<file path="src/rtl/spi_pkg.sv">
// Shared types and constants for the SPI slave transmit path.
package spi_pkg;

    typedef enum logic [1:0] {
        IDLE   = 2'd0,
        ACTIVE = 2'd1,
        DONE   = 2'd2
    } spi_tx_state_t;

    localparam int SPI_BYTE_W      = 8;
    localparam int SPI_SYNC_STAGES = 2;

endpackage

</file>
<file path="src/rtl/spi_tx_fifo.sv">
// Small synchronous FIFO holding bytes queued for MISO; flags and count are registered.
module spi_tx_fifo
    import spi_pkg::*;
#(
    parameter int unsigned DEPTH = 4
) (
    input  logic                          clk,
    input  logic                          rst,
    input  logic                          push,
    input  logic [SPI_BYTE_W-1:0]         push_data,
    input  logic                          pop,
    output logic [SPI_BYTE_W-1:0]         head,
    output logic                          ready,
    output logic                          empty,
    output logic [$clog2(DEPTH+1)-1:0]    count
);

    localparam int unsigned AW = $clog2(DEPTH);
    localparam int unsigned CW = $clog2(DEPTH + 1);
    localparam logic [AW-1:0] PTR_ONE  = AW'(1'b1);
    localparam logic [CW-1:0] CNT_ONE  = CW'(1'b1);
    localparam logic [CW-1:0] CNT_FULL = CW'(DEPTH);

    logic [SPI_BYTE_W-1:0] mem_r [DEPTH];
    logic [AW-1:0]         wr_ptr_r;
    logic [AW-1:0]         rd_ptr_r;
    logic [CW-1:0]         count_r;
    logic [CW-1:0]         count_nx_s;
    logic                  ready_r;
    logic                  empty_r;
    logic                  push_ok_s;
    logic                  pop_ok_s;

    // Accept only against registered flags: a full FIFO never takes a byte, even alongside a pop.
    always_comb begin
        push_ok_s = push & ready_r;
        pop_ok_s  = pop & ~empty_r;
        case ({push_ok_s, pop_ok_s})
            2'b10:   count_nx_s = count_r + CNT_ONE;
            2'b01:   count_nx_s = count_r - CNT_ONE;
            default: count_nx_s = count_r;
        endcase
    end

    // Pointer, occupancy and flag registers.
    always_ff @(posedge clk) begin
        if (rst) begin
            wr_ptr_r <= {AW{1'b0}};
            rd_ptr_r <= {AW{1'b0}};
            count_r  <= {CW{1'b0}};
            ready_r  <= 1'b1;
            empty_r  <= 1'b1;
        end else begin
            if (push_ok_s) wr_ptr_r <= wr_ptr_r + PTR_ONE;
            if (pop_ok_s)  rd_ptr_r <= rd_ptr_r + PTR_ONE;
            count_r <= count_nx_s;
            ready_r <= (count_nx_s != CNT_FULL);
            empty_r <= (count_nx_s == {CW{1'b0}});
        end
    end

    // Storage array; contents are discarded logically by the pointer reset.
    always_ff @(posedge clk) begin
        if (push_ok_s) mem_r[wr_ptr_r] <= push_data;
    end

    assign head  = mem_r[rd_ptr_r];
    assign ready = ready_r;
    assign empty = empty_r;
    assign count = count_r;

endmodule

</file>
<file path="src/rtl/spi_slave_tx.sv">
// SPI slave transmit path: serialises queued bytes LSB-first on MISO, one byte per SS frame.
module spi_slave_tx
    import spi_pkg::*;
#(
    parameter int unsigned               DEPTH     = 4,
    parameter logic [SPI_BYTE_W-1:0]     IDLE_BYTE = 8'hFF
) (
    input  logic                          clk,
    input  logic                          rst,
    input  logic                          SCK,
    input  logic                          SS,
    output logic                          MISO,
    output logic                          miso_oe,
    input  logic [SPI_BYTE_W-1:0]         tx_data,
    input  logic                          tx_valid,
    output logic                          tx_ready,
    output logic                          byte_sent,
    output logic                          underrun,
    output logic                          aborted,
    output logic [$clog2(DEPTH+1)-1:0]    fifo_count
);

    logic [SPI_SYNC_STAGES-1:0] sck_sync_r;
    logic [SPI_SYNC_STAGES-1:0] ss_sync_r;
    logic [SPI_SYNC_STAGES-1:0] vld_sync_r;
    logic                       sck_prev_r;
    logic                       ss_prev_r;
    logic                       armed_r;
    logic                       sck_s, ss_s;
    logic                       sck_rise_s, sck_fall_s, ss_rise_s, ss_fall_s;

    spi_tx_state_t              state_r, state_nx_s;
    logic [SPI_BYTE_W-1:0]      shreg_r, shreg_nx_s, fifo_head_s;
    logic [3:0]                 cnt_r, cnt_nx_s, cnt_inc_s;
    logic                       src_r, src_nx_s;
    logic                       pop_s, fifo_empty_s;
    logic                       sent_nx_s, under_nx_s, abort_nx_s, miso_nx_s;
    logic                       miso_r, miso_oe_r, sent_r, under_r, abort_r;

    assign sck_s      = sck_sync_r[SPI_SYNC_STAGES-1];
    assign ss_s       = ss_sync_r[SPI_SYNC_STAGES-1];
    assign sck_rise_s = sck_s & ~sck_prev_r;
    assign sck_fall_s = ~sck_s & sck_prev_r;
    assign ss_rise_s  = ss_s & ~ss_prev_r;
    assign ss_fall_s  = ~ss_s & ss_prev_r;

    // Pin synchronisers and edge-detect flops; armed_r blocks a frame until SS is really seen high.
    always_ff @(posedge clk) begin
        if (rst) begin
            sck_sync_r <= {SPI_SYNC_STAGES{1'b0}};
            ss_sync_r  <= {SPI_SYNC_STAGES{1'b1}};
            vld_sync_r <= {SPI_SYNC_STAGES{1'b0}};
            sck_prev_r <= 1'b0;
            ss_prev_r  <= 1'b1;
            armed_r    <= 1'b0;
        end else begin
            sck_sync_r <= {sck_sync_r[SPI_SYNC_STAGES-2:0], SCK};
            ss_sync_r  <= {ss_sync_r[SPI_SYNC_STAGES-2:0], SS};
            vld_sync_r <= {vld_sync_r[SPI_SYNC_STAGES-2:0], 1'b1};
            sck_prev_r <= sck_s;
            ss_prev_r  <= ss_s;
            armed_r    <= armed_r | (vld_sync_r[SPI_SYNC_STAGES-1] & ss_s);
        end
    end

    // Frame FSM next-state, shift control and pulse generation.
    always_comb begin
        state_nx_s = state_r;
        shreg_nx_s = shreg_r;
        cnt_nx_s   = cnt_r;
        src_nx_s   = src_r;
        pop_s      = 1'b0;
        sent_nx_s  = 1'b0;
        under_nx_s = 1'b0;
        abort_nx_s = 1'b0;
        if (sck_rise_s && (cnt_r < 4'd8)) begin
            cnt_inc_s = cnt_r + 4'd1;
        end else begin
            cnt_inc_s = cnt_r;
        end
        case (state_r)
            IDLE: begin
                if (ss_fall_s && armed_r) begin
                    state_nx_s = ACTIVE;
                    cnt_nx_s   = 4'd0;
                    if (fifo_empty_s) begin
                        shreg_nx_s = IDLE_BYTE;
                        src_nx_s   = 1'b0;
                        under_nx_s = 1'b1;
                    end else begin
                        shreg_nx_s = fifo_head_s;
                        src_nx_s   = 1'b1;
                    end
                end else begin
                    state_nx_s = IDLE;
                end
            end
            ACTIVE: begin
                cnt_nx_s = cnt_inc_s;
                if (sck_fall_s && (cnt_r >= 4'd1) && (cnt_r <= 4'd7)) begin
                    shreg_nx_s = {1'b1, shreg_r[SPI_BYTE_W-1:1]};
                end else begin
                    shreg_nx_s = shreg_r;
                end
                // The eighth rise completes the byte even when SS rises in the same cycle.
                if (cnt_inc_s == 4'd8) begin
                    pop_s     = src_r;
                    sent_nx_s = src_r;
                end else begin
                    pop_s     = 1'b0;
                    sent_nx_s = 1'b0;
                end
                if (ss_rise_s) begin
                    state_nx_s = IDLE;
                    abort_nx_s = (cnt_inc_s != 4'd8);
                end else if (cnt_inc_s == 4'd8) begin
                    state_nx_s = DONE;
                end else begin
                    state_nx_s = ACTIVE;
                end
            end
            DONE: begin
                if (ss_rise_s) begin
                    state_nx_s = IDLE;
                end else begin
                    state_nx_s = DONE;
                end
            end
            default: begin
                state_nx_s = IDLE;
            end
        endcase
        if (state_nx_s == IDLE) begin
            miso_nx_s = 1'b1;
        end else begin
            miso_nx_s = shreg_nx_s[0];
        end
    end

    // FSM state and registered outputs.
    always_ff @(posedge clk) begin
        if (rst) begin
            state_r   <= IDLE;
            shreg_r   <= IDLE_BYTE;
            cnt_r     <= 4'd0;
            src_r     <= 1'b0;
            miso_r    <= 1'b1;
            miso_oe_r <= 1'b0;
            sent_r    <= 1'b0;
            under_r   <= 1'b0;
            abort_r   <= 1'b0;
        end else begin
            state_r   <= state_nx_s;
            shreg_r   <= shreg_nx_s;
            cnt_r     <= cnt_nx_s;
            src_r     <= src_nx_s;
            miso_r    <= miso_nx_s;
            miso_oe_r <= ~ss_s;
            sent_r    <= sent_nx_s;
            under_r   <= under_nx_s;
            abort_r   <= abort_nx_s;
        end
    end

    spi_tx_fifo #(
        .DEPTH (DEPTH)
    ) u_fifo (
        .clk       (clk),
        .rst       (rst),
        .push      (tx_valid),
        .push_data (tx_data),
        .pop       (pop_s),
        .head      (fifo_head_s),
        .ready     (tx_ready),
        .empty     (fifo_empty_s),
        .count     (fifo_count)
    );

    assign MISO      = miso_r;
    assign miso_oe   = miso_oe_r;
    assign byte_sent = sent_r;
    assign underrun  = under_r;
    assign aborted   = abort_r;

endmodule

</file>
<file path="config.mk">
export PLATFORM = sky130hd
export DESIGN_NAME = spi_slave_tx
export DESIGN_NICKNAME = d
export VERILOG_FILES = /design/src/rtl/spi_pkg.sv /design/src/rtl/spi_tx_fifo.sv /design/src/rtl/spi_slave_tx.sv
export SDC_FILE = /design/constraint.sdc
export NUM_CORES = 1
export LEC_CHECK = 0
export BUFFER_PORTS_ARGS = -buffer_cell sky130_fd_sc_hd__clkbuf_2
export CAP_MARGIN = 10
export CORE_UTILIZATION = 30
export CTS_CLUSTER_DIAMETER = 100
export DETAILED_ROUTE_END_ITERATION = 7
export GPL_TIMING_DRIVEN = 0
export SLEW_MARGIN = 20
export SYNTH_ARGS = -nofsm -noshare
export SYNTH_HDL_FRONTEND = slang
export SYNTH_SLANG_ARGS = --single-unit
</file>
<file path="constraint.sdc">
create_clock -name clk -period 2.6 [get_ports clk]
set_clock_uncertainty 0.05 [all_clocks]
set_input_delay 0.26 -clock clk [delete_from_list [all_inputs] [get_ports clk]]
set_output_delay 0.26 -clock clk [all_outputs]
set_load 0.03 [all_outputs]
</file>
# Word-level counts from Yosys, hierarchy flattened
# Memories as Yosys holds them, arrays and structs flattened. A register that Yosys moved wholly into a read port is not among the register bits.
# Index checks and enable logic that the tools add are counted.
[word_totals]
regBits = 38
latch_bits = 0
ram_bits = 32
rom_bits = 0
input_bits = 13
out_inout_bits = 9
wordCells = 93
mem_count = 1
[op_classes]
add_sub_neg = 5
n_mul = 0
n_div = 0
n_lt_le_gt_ge = 3
n_eq_ne = 9
n_shift = 0
mux = 22
n_bitwise = 17
n_reduce_logical = 14
[memory_table]
columns = ["name", "depth", "width", "read_ports", "rd_ports_with_merged_regs", "wr", "line_no", "rtl"]
rows = [
  ["u_fifo.mem_r", 4, 8, 1, 1, 1, "spi_tx_fifo.sv:24", "logic [SPI_BYTE_W-1:0] mem_r [DEPTH];"],
]
[op_table]
columns = ["operator", "count"]
rows = [
  ["$mux 8", 3],
  ["$pmux 8 s2", 1],
  ["$mux 2", 5],
  ["$not 1->1", 9],
  ["$mux 1", 8],
  ["$mux 4", 2],
  ["$pmux 4 s2", 1],
  ["$and 1x1->1", 7],
  ["$pmux 2 s3", 1],
  ["$pmux 3 s2", 1],
  ["$reduce_or 3->1", 2],
  ["$add 2x1->2 const B", 2],
  ["$add 4x1->4 const B", 1],
  ["$eq 2x1->1 const B", 2],
  ["$eq 2x2->1 const B", 2],
  ["$eq 4x4->1 const B", 1],
  ["$ge 4x1->1 const B", 1],
  ["$le 4x3->1 const B", 1],
  ["$logic_and 1x1->1", 4],
  ["$logic_not 2->1", 2],
  ["$lt 4x4->1 const B", 1],
  ["$ne 2x2->1 const B", 2],
  ["$ne 4x4->1 const B", 1],
  ["$reduce_and 2->1", 2],
  ["8 further kinds", 8],
]

# Logic depth before layout (Yosys ltp)
# Gate-level depths: netlist (run 1).
[logic_depth]
depth_word = 11
mapped_depth = 12
mapped_depth_nobuf = 12

# By module
# Synthesis (run 1) repeated with hierarchy kept, for this count alone.
[unflattened]
cells_unflattened = 226
area_unflattened_um2 = 2896.5
[modules_own_cells]
columns = ["mod", "n_inst", "cells_per_inst", "area_per_inst_um2", "seq_area_each_um2"]
rows = [
  ["spi_tx_fifo", 1, 99, 1679.1, 1181.1],
  ["spi_slave_tx", 1, 127, 1217.4, 580.6],
]

# Worst setup path before layout (run 1)
# OpenSTA, ideal clock, no wires.
[synth_timing]
path_type = "reg-to-reg"
from = "reg cnt_r[0]"
to = "reg u_fifo.empty_r, in the netlist u_fifo.empty"
setup_time_ns = 0.120
arrival_time_ns = 2.754
required_ns = 2.430
slack_ns = -0.325
stages_incl_launch_ff = 13
path_buffers = 0
period_less_slack_ns = 2.925
path_cell_list = "dfxtp_1 > inv_1 > ha_1 > nor4_2 > a2bb2oi_2 > and2_4 > ha_1 > inv_1 > fa_1 > xor2_1 > or3_1 > a21oi_1 > nor2_1"
[synth_via]
elab_chain_len = 10
elab_cells_between_ends = 12
[synth_rtl]
columns = ["item", "line_no", "rtl"]
rows = [
  ["start, declared", "spi_slave_tx.sv:34", "logic [3:0] cnt_r, cnt_nx_s, cnt_inc_s;"],
  ["start signal, assigned", "spi_slave_tx.sv:155", "cnt_r <= cnt_nx_s;"],
  ["$lt 4x4->1", "spi_slave_tx.sv:76", "if (sck_rise_s && (cnt_r < 4'd8)) begin"],
  ["$logic_and 1x1->1", "spi_slave_tx.sv:76", ""],
  ["$mux 4 (*)", "spi_slave_tx.sv:76", ""],
  ["$eq 4x4->1 (*)", "spi_slave_tx.sv:106", "if (cnt_inc_s == 4'd8) begin"],
  ["$mux 1 (*)", "spi_slave_tx.sv:106", ""],
  ["$mux 1 (*)", "-", ""],
  ["$and 1x1->1 (*)", "spi_tx_fifo.sv:37", "pop_ok_s = pop & ~empty_r;"],
  ["net u_fifo.pop_ok_s", "spi_tx_fifo.sv:32", "logic pop_ok_s;"],
  ["$eq 2x1->1 / $eq 2x2->1 (equally long branches)", "spi_tx_fifo.sv:38", "case ({push_ok_s, pop_ok_s})"],
  ["$pmux 3 s2 (*)", "spi_tx_fifo.sv:38", ""],
  ["$logic_not 3->1 (*)", "spi_tx_fifo.sv:58", "empty_r <= (count_nx_s == {CW{1'b0}});"],
  ["end signal, assigned", "spi_tx_fifo.sv:58", ""],
  ["end, declared", "spi_tx_fifo.sv:30", "logic empty_r;"],
]
# The timed path passes the listed nets; every way through them passes the cells marked *.
# A chain may end at the register's enable or synchronous reset.

# Final worst setup path (run 1)
[layout_timing]
from = "reg sck_sync_r[1]"
to = "reg u_fifo.ready_r, in the netlist u_fifo.ready"
[layout_via]
elab_chain_len = 10
elab_cells_between_ends = 11
[layout_rtl]
columns = ["item", "line_no", "rtl"]
rows = [
  ["start, declared", "spi_slave_tx.sv:23", "logic [SPI_SYNC_STAGES-1:0] sck_sync_r;"],
  ["start signal, assigned", "spi_slave_tx.sv:50", "sck_sync_r <= {SPI_SYNC_STAGES{1'b0}};"],
  ["start signal, assigned", "spi_slave_tx.sv:57", "sck_sync_r <= {sck_sync_r[SPI_SYNC_STAGES-2:0], SCK};"],
  ["$and 1x1->1 (*)", "spi_slave_tx.sv:42", "assign sck_rise_s = sck_s & ~sck_prev_r;"],
  ["$logic_and 1x1->1 (*)", "spi_slave_tx.sv:76", ""],
  ["$mux 4 (*)", "spi_slave_tx.sv:76", ""],
  ["$eq 4x4->1 (*)", "spi_slave_tx.sv:106", ""],
  ["$mux 1 (*)", "spi_slave_tx.sv:106", ""],
  ["$mux 1 (*)", "-", ""],
  ["$and 1x1->1 (*)", "spi_tx_fifo.sv:37", ""],
  ["net u_fifo.pop_ok_s", "spi_tx_fifo.sv:32", ""],
  ["$eq 2x1->1 / $eq 2x2->1 (equally long branches)", "spi_tx_fifo.sv:38", ""],
  ["$pmux 3 s2 (*)", "spi_tx_fifo.sv:38", ""],
  ["$ne 3x3->1 (*)", "spi_tx_fifo.sv:57", "ready_r <= (count_nx_s != CNT_FULL);"],
  ["end signal, assigned", "spi_tx_fifo.sv:57", ""],
  ["end, declared", "spi_tx_fifo.sv:29", "logic ready_r;"],
]
# Marks and branches as above.

==> impl_metrics.yaml, run 1 <==
synth:
  synthesis.area_um2: 2860
  syn_area_per_cell_um2: 12.6
  synth_seq_area_share: 0.615
  syn-num-nets: 249
  synth.area.top_cells: "edfxtp_1 34%, dfxtp_1 28%, mux4_2 6.3%, ha_1 3.5%, nand2_1 2.9%"
  ys_ff_latch: 72
  synth_edf_count: 32
  synthCells: 227
  ys_warn_count: 0
  synthTopCellsByCount: "40 x dfxtp_1, 32 x edfxtp_1, 22 x nand2_1, 22 x nor2_1"
  yosys.area.top_type: "edfxtp_1"
  post-synth-top-count-cell: "dfxtp_1"
  synth.distinct_cells: 43
  synth_top_area_share: 0.336
  synth-main-ff-cell: "dfxtp_1"
  synthArstFlopShare: 0
routing:
  drt_iter0_markers: 59
  vias: 1768
  avgRoutedWirePerCell_um: 12.5
  antenna_left: 0
  first_pass_iters: 4
  drcViolationCount: 0
  viasPerCell: 4.44
  wl_mm: 4.96
placement:
  portBuffers: 20
  gp_congestion: 0.758
  post_dp_cell_area_um2: 3170
  dp_hpwl_mm: 3.45
pwr:
  pwr-share-seq: 0.548
  clockPowerShare: 0.397
  internal_power_w: 0.00173
  switching_share: 0.238
  p_leak_nw: 1.25
  p_switching_w: 0.000538
  power_density_nw_per_um2: 659
  pwr-share-comb: 0.055
  ir_drop_uv: 230
  power_w: 0.00226
die:
  core.rowCount: 35
  initial_utilization: 0.310
  coreArea_um2: 9240
  io-pin-count: 22
  die_x_um: 99.7
  die_h_um: 99.7
  die-area_um2: 9940
cells_and_area:
  regArea_um2: 1770
  drive_gt1_frac: 0.268
  final_area_um2: 3430
  n_fill_cell: 903
  antenna_cells: 0
  syn2layout_area_growth_pct: 19.9
  nets: 286
  multi_input_area_um2: 1080
cts:
  cts_root_buf: "clkbuf_8"
  cts_sinks: 72
  cts_tree: "done"
  htree_levels: 3
  cts_hold_buf: 0
  clock_latency_ps: 350
  numCtsBuffers: 9
  clock_path_buffers: 2
  clk_pin_slew_ps: 80
grt:
  grt_max_degree: 15
  track_usage: 0.111
  grt_pass1_vias: 1741
  grt_antenna_before_repair: 0
  grt_first_pass_wirelength_mm: 8.27
  globalRouteOverflowTotal: 0
sta:
  rsz0062_at_grt: "yes"
  relSlewSlack: 0.650
  final_hold_viol_count: 0
  fmax_mhz: 360
  period_needed_ps: 2770
  maxSlewViolCount: 0
  finalSetupViolations: 3
  period_share: 1.07
  fin_ws_ps: -175
  setup-tns-final_ps: -375
  tightest_slew_ps: 524
setup_path:
  r2r-start: "sck_sync_r[1]"
  r2r_end: "u_fifo.ready"
  cp-start-kind: "flip-flop"
  arrival_ps: 2960
  end_kind: "flip-flop"
  r2r_slack_ps: -170
  cp_max_fo: 4
  worstPathRequired_ps: 2790
  crit_type: "reg2reg"
  reg2regPathDepth: 11
status:
  outcome: "finished, violations left"
  violations: "negative setup slack"
worst_hold_path:
  hp-class: "in2reg"
  worstHoldStart: "SS"
  holdPathEnd: "ss_sync_r[0]"
  whs_path_depth: 2
flow_run:
  cap_violations: 0
[layout make-up]
class	instances	share of cell area
multi-input combinational	137	0.314
clock buffer	9	0.0361
clock inverter	7	0.0233
timing repair buffer	26	0.0423
buffer	7	0.00984
sequential	72	0.516
tap	129	0.0470
inverter	11	0.0120
[per-stage QoR]
stage                     std cells  hold WS (ps)  utilization  setup WS [ps]
after global routing            398          23.3        0.372           -293
after detailed placement        376           345        0.343           -362
after global placement          376           342        0.343           -351
final                           398          37.4        0.372           -175
after CTS                       398          27.2        0.372           -188
after floorplan                 227           309            -           -123
[power by group through the flow]
stage / Combinational (W) / Clock (W) / Sequential (W)
floorplan: 0.0000776 / 0 / 0.00127
global placement: 0.000121 / 0 / 0.00127
detailed placement: 0.000123 / 0 / 0.00127
CTS: 0.000127 / 0.000919 / 0.00124
global route: 0.000141 / 0.000973 / 0.00125
finish: 0.000124 / 0.000898 / 0.00124
[how the worst max path moves through the flow]
| stage | endpoint | depth (start not counted) | startpoint |
|---|---|---|---|
| after detailed placement | u_fifo.ready | 11 | sck_sync_r[1] |
| after global placement | u_fifo.ready | 11 | sck_sync_r[1] |
| final | u_fifo.ready | 11 | sck_sync_r[1] |
| after global routing | u_fifo.ready | 11 | sck_sync_r[1] |
| after floorplan | u_fifo.ready | 11 | sck_prev_r |
| after CTS | u_fifo.ready | 11 | sck_sync_r[1] |
[sequential cells by signal (all words and copies together) (netlist names), 2 cells and up, named ones only]
register and flops:
u_fifo.count 2, shreg_r 8, u_fifo.rd_ptr_r 2, sck_sync_r 2, ss_sync_r 2, u_fifo.wr_ptr_r 2
state_r 2, u_fifo.mem_r 32, vld_sync_r 2, cnt_r 4
[what timing repair did]
item                       CTS  global route
setup endpoints to repair    4             3
pin swaps                    3             0
resized for setup            5             0
buffers inserted             6             0
[placed cells by master, fill, tap and decap left out, types with 3 or more instances in the layout]
cell type	instances
a21oi_1	10
a221o_1	7
and3_1	6
buf_4	6
clkbuf_1	5
clkbuf_2	20
clkbuf_8	9
dfxtp_1	35
dfxtp_2	4
edfxtp_1	32
ha_1	6
inv_1	9
mux4_2	8
nand2_1	22
nor2_1	22
nor2b_1	9
o21ai_0	4
or2_2	3
xor2_1	3
[worst max-delay path: stages (launching register included)]
cell	delay [ps]
dfxtp_2	350
or3b_4	400
nor4_4	270
a2bb2oi_4	190
and2_4	180
ha_4	130
inv_2	30
fa_2	330
xor2_1	150
or3_1	320
a21oi_2	180
nand2_1	80
[per-layer routing]
layer / part of all wire / vias up / global-route usage
met5: 0 / - / 0
met4: 0.018 / 0 / 0.0577
met3: 0.033 / 8 / 0.0358
met2: 0.48 / 26 / 0.179
met1: 0.47 / 831 / 0.131
li1: - / 903 / -
[logic make-up after synthesis]
| group | synth area share |
|---|---|
| fa+ha+maj | 0.0420 |
| mux | 0.0809 |
| flops | 0.615 |
| simple gates | 0.149 |
| xor+xnor | 0.0122 |
| compound gates | 0.0747 |
| buf+inv | 0.0262 |
Power figures use the tool's default switching activity.
==> run 2, diff against run 1 <==
--- a/config.mk
+++ b/config.mk
@@ -6,11 +6,12 @@
 export NUM_CORES = 1
 export LEC_CHECK = 0
 export BUFFER_PORTS_ARGS = -buffer_cell sky130_fd_sc_hd__clkbuf_2
-export CAP_MARGIN = 10
 export CORE_UTILIZATION = 30
 export CTS_CLUSTER_DIAMETER = 100
 export DETAILED_ROUTE_END_ITERATION = 7
+export GPL_ROUTABILITY_DRIVEN = 1
 export GPL_TIMING_DRIVEN = 0
+export MAX_ROUTING_LAYER = met4
 export SLEW_MARGIN = 20
 export SYNTH_ARGS = -nofsm -noshare
 export SYNTH_HDL_FRONTEND = slang
==> impl_metrics.yaml, run 2 (synthesis gave the netlist of run 1 again) <==
cts:
  cts_tree: "done"
  clock_path_buffers: 2
  numCtsBuffers: 9
  cts_sinks: 72
  htree_levels: 3
  cts_root_buf: "clkbuf_8"
  clock_latency_ps: 350
  clk_pin_slew_ps: 80
setup_path:
  worstPathRequired_ps: 2790
  r2r_end: "u_fifo.ready"
  r2r-start: "cnt_r[3]"
  end_kind: "flip-flop"
  crit_path_cell_trace: "or3b_4 > nor4_4 > a2bb2oi_4 > and2_4 > ha_4 > inv_2 > fa_2 > xor2_1 > or3_1 > a21oi_2 > nand2_1"
  crit_type: "reg2reg"
  r2r_slack_ps: -170
  arrival_ps: 2960
  cp-start-kind: "flip-flop"
  slowest_delay_ps: 390
  crit_path_top_delay_cell: "or3b_4"
  cp_max_fo: 5
  reg2regPathDepth: 11
cells_and_area:
  largest_reg_flops: 32
  syn2layout_area_growth_pct: 19.9
  nets: 286
  antenna_cells: 0
  drive_gt1_frac: 0.268
  final_common_cell: "dfxtp_1"
  final_area_um2: 3430
  post-route-util: 0.372
  top_regs: "u_fifo.mem_r (32), shreg_r (8), cnt_r (4)"
  n_fill_cell: 903
  final_cell_mix: "35 x dfxtp_1, 32 x edfxtp_1, 22 x nand2_1, 22 x nor2_1, 20 x clkbuf_2"
  largest-register: "u_fifo.mem_r"
sta:
  tightest_slew_ps: 525
  relSlewSlack: 0.648
  maxSlewViolCount: 0
  period_needed_ps: 2770
  rsz0062_at_grt: "yes"
  final_hold_viol_count: 0
  fin_ws_ps: -173
  finalSetupViolations: 3
  period_share: 1.07
  fmax_mhz: 361
grt:
  track_usage: 0.114
  grt_max_degree: 15
  globalRouteOverflowTotal: 0
  grt_pass1_vias: 1740
  grt_antenna_before_repair: 0
  grt_first_pass_wirelength_mm: 8.27
placement:
  dp_hpwl_mm: 3.45
  portBuffers: 20
  post_dp_cell_area_um2: 3170
  gp_congestion: 0.768
die:
  die_h_um: 99.7
  die-area_um2: 9940
  initial_utilization: 0.310
  coreArea_um2: 9240
  core.rowCount: 35
  die_x_um: 99.7
  io-pin-count: 22
routing:
  avgRoutedWirePerCell_um: 12.4
  viasPerCell: 4.44
  vias: 1767
  wl_mm: 4.93
  drt_iter0_markers: 76
  first_pass_iters: 4
  drcViolationCount: 0
  antenna_left: 0
pwr:
  internal_power_w: 0.00173
  pwr-share-comb: 0.055
  ir_drop_uv: 231
  p_leak_nw: 1.25
  p_switching_w: 0.000538
  switching_share: 0.238
  power_density_nw_per_um2: 659
  pwr-share-seq: 0.548
  clockPowerShare: 0.397
worst_hold_path:
  hp-class: "in2reg"
  whs_path_depth: 2
  worstHoldStart: "SS"
  holdPathEnd: "ss_sync_r[0]"
flow_run:
  cap_violations: 0
status:
  outcome: "finished, violations left"
  violations: "negative setup slack"
run 2: cell counts in the layout (fill, tap and decap cells not counted):
No cell type changed its count.
run 2: critical path, delay by kind of cell, from the launching register on:
kind / cells / cell delay, ps
compound gates: 2 / 370
xor+xnor: 1 / 150
fa+ha+maj: 2 / 460
buf+inv: 1 / 30
flops: 1 / 350
simple gates: 5 / 1240
run 2: power groups by stage:
stage	logic (W)	clock network (W)	registers [W]
2_1_floorplan	0.0000776	0	0.00127
3_3_place_gp	0.000121	0	0.00127
3_5_place_dp	0.000123	0	0.00127
4_1_cts	0.000127	0.000919	0.00124
5_1_grt	0.000141	0.000974	0.00125
6_report	0.000124	0.000898	0.00124
run 2: what timing repair did:
item | CTS | global route
pin swaps | 3 | 0
setup buffers | 6 | 0
gates resized for setup | 5 | 0
setup endpoints to repair | 4 | 3
hold buffers | 0 | 0
run 2: final cells by class:
type | instances | area (um2) | area share
Clock inverter | 7 | 80.1 | 0.0233
Clock buffer | 9 | 124 | 0.0361
Buffer | 7 | 33.8 | 0.00984
Timing Repair Buffer | 26 | 145 | 0.0423
Multi-Input combinational cell | 137 | 1080 | 0.314
Sequential cell | 72 | 1770 | 0.516
Inverter | 11 | 41.3 | 0.0120
Tap cell | 129 | 161 | 0.0470
run 2: worst max-delay path by stage:
stage / startpoint / to / slack (ps)
5_1_grt: sck_sync_r[1] / u_fifo.ready / -290
6_report: cnt_r[3] / u_fifo.ready / -170
2_1_floorplan: sck_prev_r / u_fifo.ready / -120
4_1_cts: sck_sync_r[1] / u_fifo.ready / -190
3_5_place_dp: sck_sync_r[1] / u_fifo.ready / -360
3_3_place_gp: sck_sync_r[1] / u_fifo.ready / -350
run 2: per-stage QoR:
stage / TNS (ps) / setup slack, ps / total power, W / hold WS, ps / std cells
after CTS: -414 / -188 / 0.00229 / 27.2 / 398
after global routing: -721 / -293 / 0.00236 / 23.3 / 398
final: -372 / -173 / 0.00226 / 40.7 / 398
after floorplan: -273 / -123 / 0.00135 / 309 / 227
after global placement: -960 / -351 / 0.00139 / 342 / 376
after detailed placement: -1020 / -362 / 0.00139 / 345 / 376
run 2: metal layers:
| layer | share of wire | routed length, um | track usage |
|---|---|---|---|
| met2 | 0.48 | 2390 | 0.179 |
| met1 | 0.47 | 2310 | 0.133 |
| met4 | 0.015 | 72 | 0.0577 |
| met5 | 0 | 0 | - |
| met3 | 0.031 | 155 | 0.0337 |
==> run 3, diff against run 2 <==
--- a/config.mk
+++ b/config.mk
@@ -12,6 +12,7 @@
 export GPL_ROUTABILITY_DRIVEN = 1
 export GPL_TIMING_DRIVEN = 0
 export MAX_ROUTING_LAYER = met4
+export REMOVE_ABC_BUFFERS = 1
 export SLEW_MARGIN = 20
 export SYNTH_ARGS = -nofsm -noshare
 export SYNTH_HDL_FRONTEND = slang
==> impl_metrics.yaml, run 3 (synthesis gave the netlist of run 1 again) <==
status:
  outcome: "finished, violations left"
  violations: "negative setup slack"
routing:
  drt_iter0_markers: 63
  avgRoutedWirePerCell_um: 12.6
  antenna_left: 0
  first_pass_iters: 4
  drcViolationCount: 0
  vias: 1768
  viasPerCell: 4.50
  wl_mm: 4.97
pwr:
  power_density_nw_per_um2: 675
  pwr-share-seq: 0.540
  internal_power_w: 0.00180
  clockPowerShare: 0.408
  p_switching_w: 0.000498
  p_leak_nw: 1.25
  pwr-share-comb: 0.053
  ir_drop_uv: 240
  power_w: 0.00230
  switching_share: 0.216
sta:
  finalSetupViolations: 3
  tightest_slew_ps: 657
  period_needed_ps: 2830
  rsz0062_at_grt: "yes"
  period_share: 1.09
  fin_ws_ps: -230
  final_hold_viol_count: 0
  relSlewSlack: 0.561
  fmax_mhz: 353
  maxSlewViolCount: 0
setup_path:
  cpLargestDelayFamily: "simple AND/OR/NAND/NOR gates"
  cp_max_fo: 4
  path_buf_inv: 1
  end_kind: "flip-flop"
  cp-start-kind: "flip-flop"
  crit_path_cell_trace: "or3b_4 > nor4_4 > a2bb2oi_2 > and2_4 > ha_4 > inv_2 > fa_2 > xor2_1 > or3_1 > a21oi_2 > nor2_1"
  arrival_ps: 3010
  worstPathRequired_ps: 2780
  crit_type: "reg2reg"
  cp.depth: 11
  crit_path_top_delay_cell: "or3b_4"
  reg2regPathDepth: 11
  slowest_delay_ps: 420
grt:
  track_usage: 0.115
  grt_max_degree: 30
  grt_pass1_vias: 1682
  grt_antenna_before_repair: 0
  globalRouteOverflowTotal: 0
  grt_first_pass_wirelength_mm: 8.35
cts:
  numCtsBuffers: 9
  cts_tree: "done"
  htree_levels: 3
  cts_root_buf: "clkbuf_8"
  cts_sinks: 72
  clk_pin_slew_ps: 80
  clock_path_buffers: 2
  clock_latency_ps: 340
cells_and_area:
  drive_gt1_frac: 0.265
  top_regs: "u_fifo.mem_r (32), shreg_r (8), cnt_r (4)"
  final_area_um2: 3410
  nets: 281
  final_cell_mix: "35 x dfxtp_1, 32 x edfxtp_1, 22 x nand2_1, 22 x nor2_1, 21 x clkbuf_2"
  final_common_cell: "dfxtp_1"
  post-route-util: 0.369
  largest-register: "u_fifo.mem_r"
  antenna_cells: 0
  syn2layout_area_growth_pct: 19.0
  largest_reg_flops: 32
die:
  initial_utilization: 0.310
  die-area_um2: 9940
  coreArea_um2: 9240
  core.rowCount: 35
  io-pin-count: 22
  die_x_um: 99.7
  die_h_um: 99.7
placement:
  gp_congestion: 0.780
  post_dp_cell_area_um2: 3100
  dp_hpwl_mm: 3.27
  portBuffers: 21
worst_hold_path:
  hp-class: "in2reg"
  whs_path_depth: 2
flow_run:
  cap_violations: 0
[run 3: cell types whose count changed in the layout (fill, tap and decap cells not counted), moves of 2 or more]
cell      previous run  this run
clkbuf_1             5         0
clkinv_1             0         3
clkinv_4             2         0
inv_6                2         0
[run 3: repair_timing]
action | CTS | global route
buffers inserted | 4 | 3
pin swaps | 4 | 3
hold buffers | 0 | 0
cloned | 0 | 0
setup endpoints to repair | 4 | 4
gates resized for setup | 10 | 4
[run 3: final timing paths]
check                  to          from  slack [ps]
max          u_fifo.empty    sck_prev_r        -230
min          ss_sync_r[0]            SS          50
max reg2reg  u_fifo.empty    sck_prev_r        -230
min reg2reg  ss_sync_r[1]  ss_sync_r[0]         360
[run 3: power groups by stage]
stage	combinational, W	clock [W]	sequential [W]
global placement	0.000117	0	0.00127
global route	0.000138	0.00102	0.00125
CTS	0.000124	0.000961	0.00124
finish	0.000121	0.000937	0.00124
floorplan	0.0000697	0	0.00127
detailed placement	0.000120	0	0.00127
[run 3: per-stage QoR]
step / hold slack (ps) / setup TNS, ps / instances / setup slack [ps]
CTS: 28.8 / -523 / 390 / -218
finish: 50.0 / -681 / 393 / -230
detailed placement: 349 / -2100 / 370 / -664
floorplan: 279 / -883 / 220 / -325
global route: 35.8 / -929 / 393 / -325
global placement: 343 / -1980 / 370 / -631
[run 3: layer usage]
metal  part of all wire  GRT usage
met1               0.49      0.146
met2               0.46      0.169
met3              0.033     0.0337
met4             0.0097     0.0509
met5                  0          -
[run 3: area by class of cell]
| cell class | count | area, um2 |
|---|---|---|
| Fill cell | 910 | 5830 |
| Sequential cell | 72 | 1770 |
| Multi-Input combinational cell | 137 | 1070 |
| Tap cell | 129 | 161 |
| Timing Repair Buffer | 28 | 158 |
| Clock buffer | 9 | 124 |
| Clock inverter | 7 | 86.3 |
| Inverter | 11 | 41.3 |
[run 3: worst register-to-register path: stages (launching register included)]
cell and delay [ps]:
dfxtp_2 340, or3b_4 420, nor4_4 250, a2bb2oi_2 210, and2_4 190, ha_4 140, inv_2 40, fa_2 320
xor2_1 150, or3_1 330, a21oi_2 190, nor2_1 80
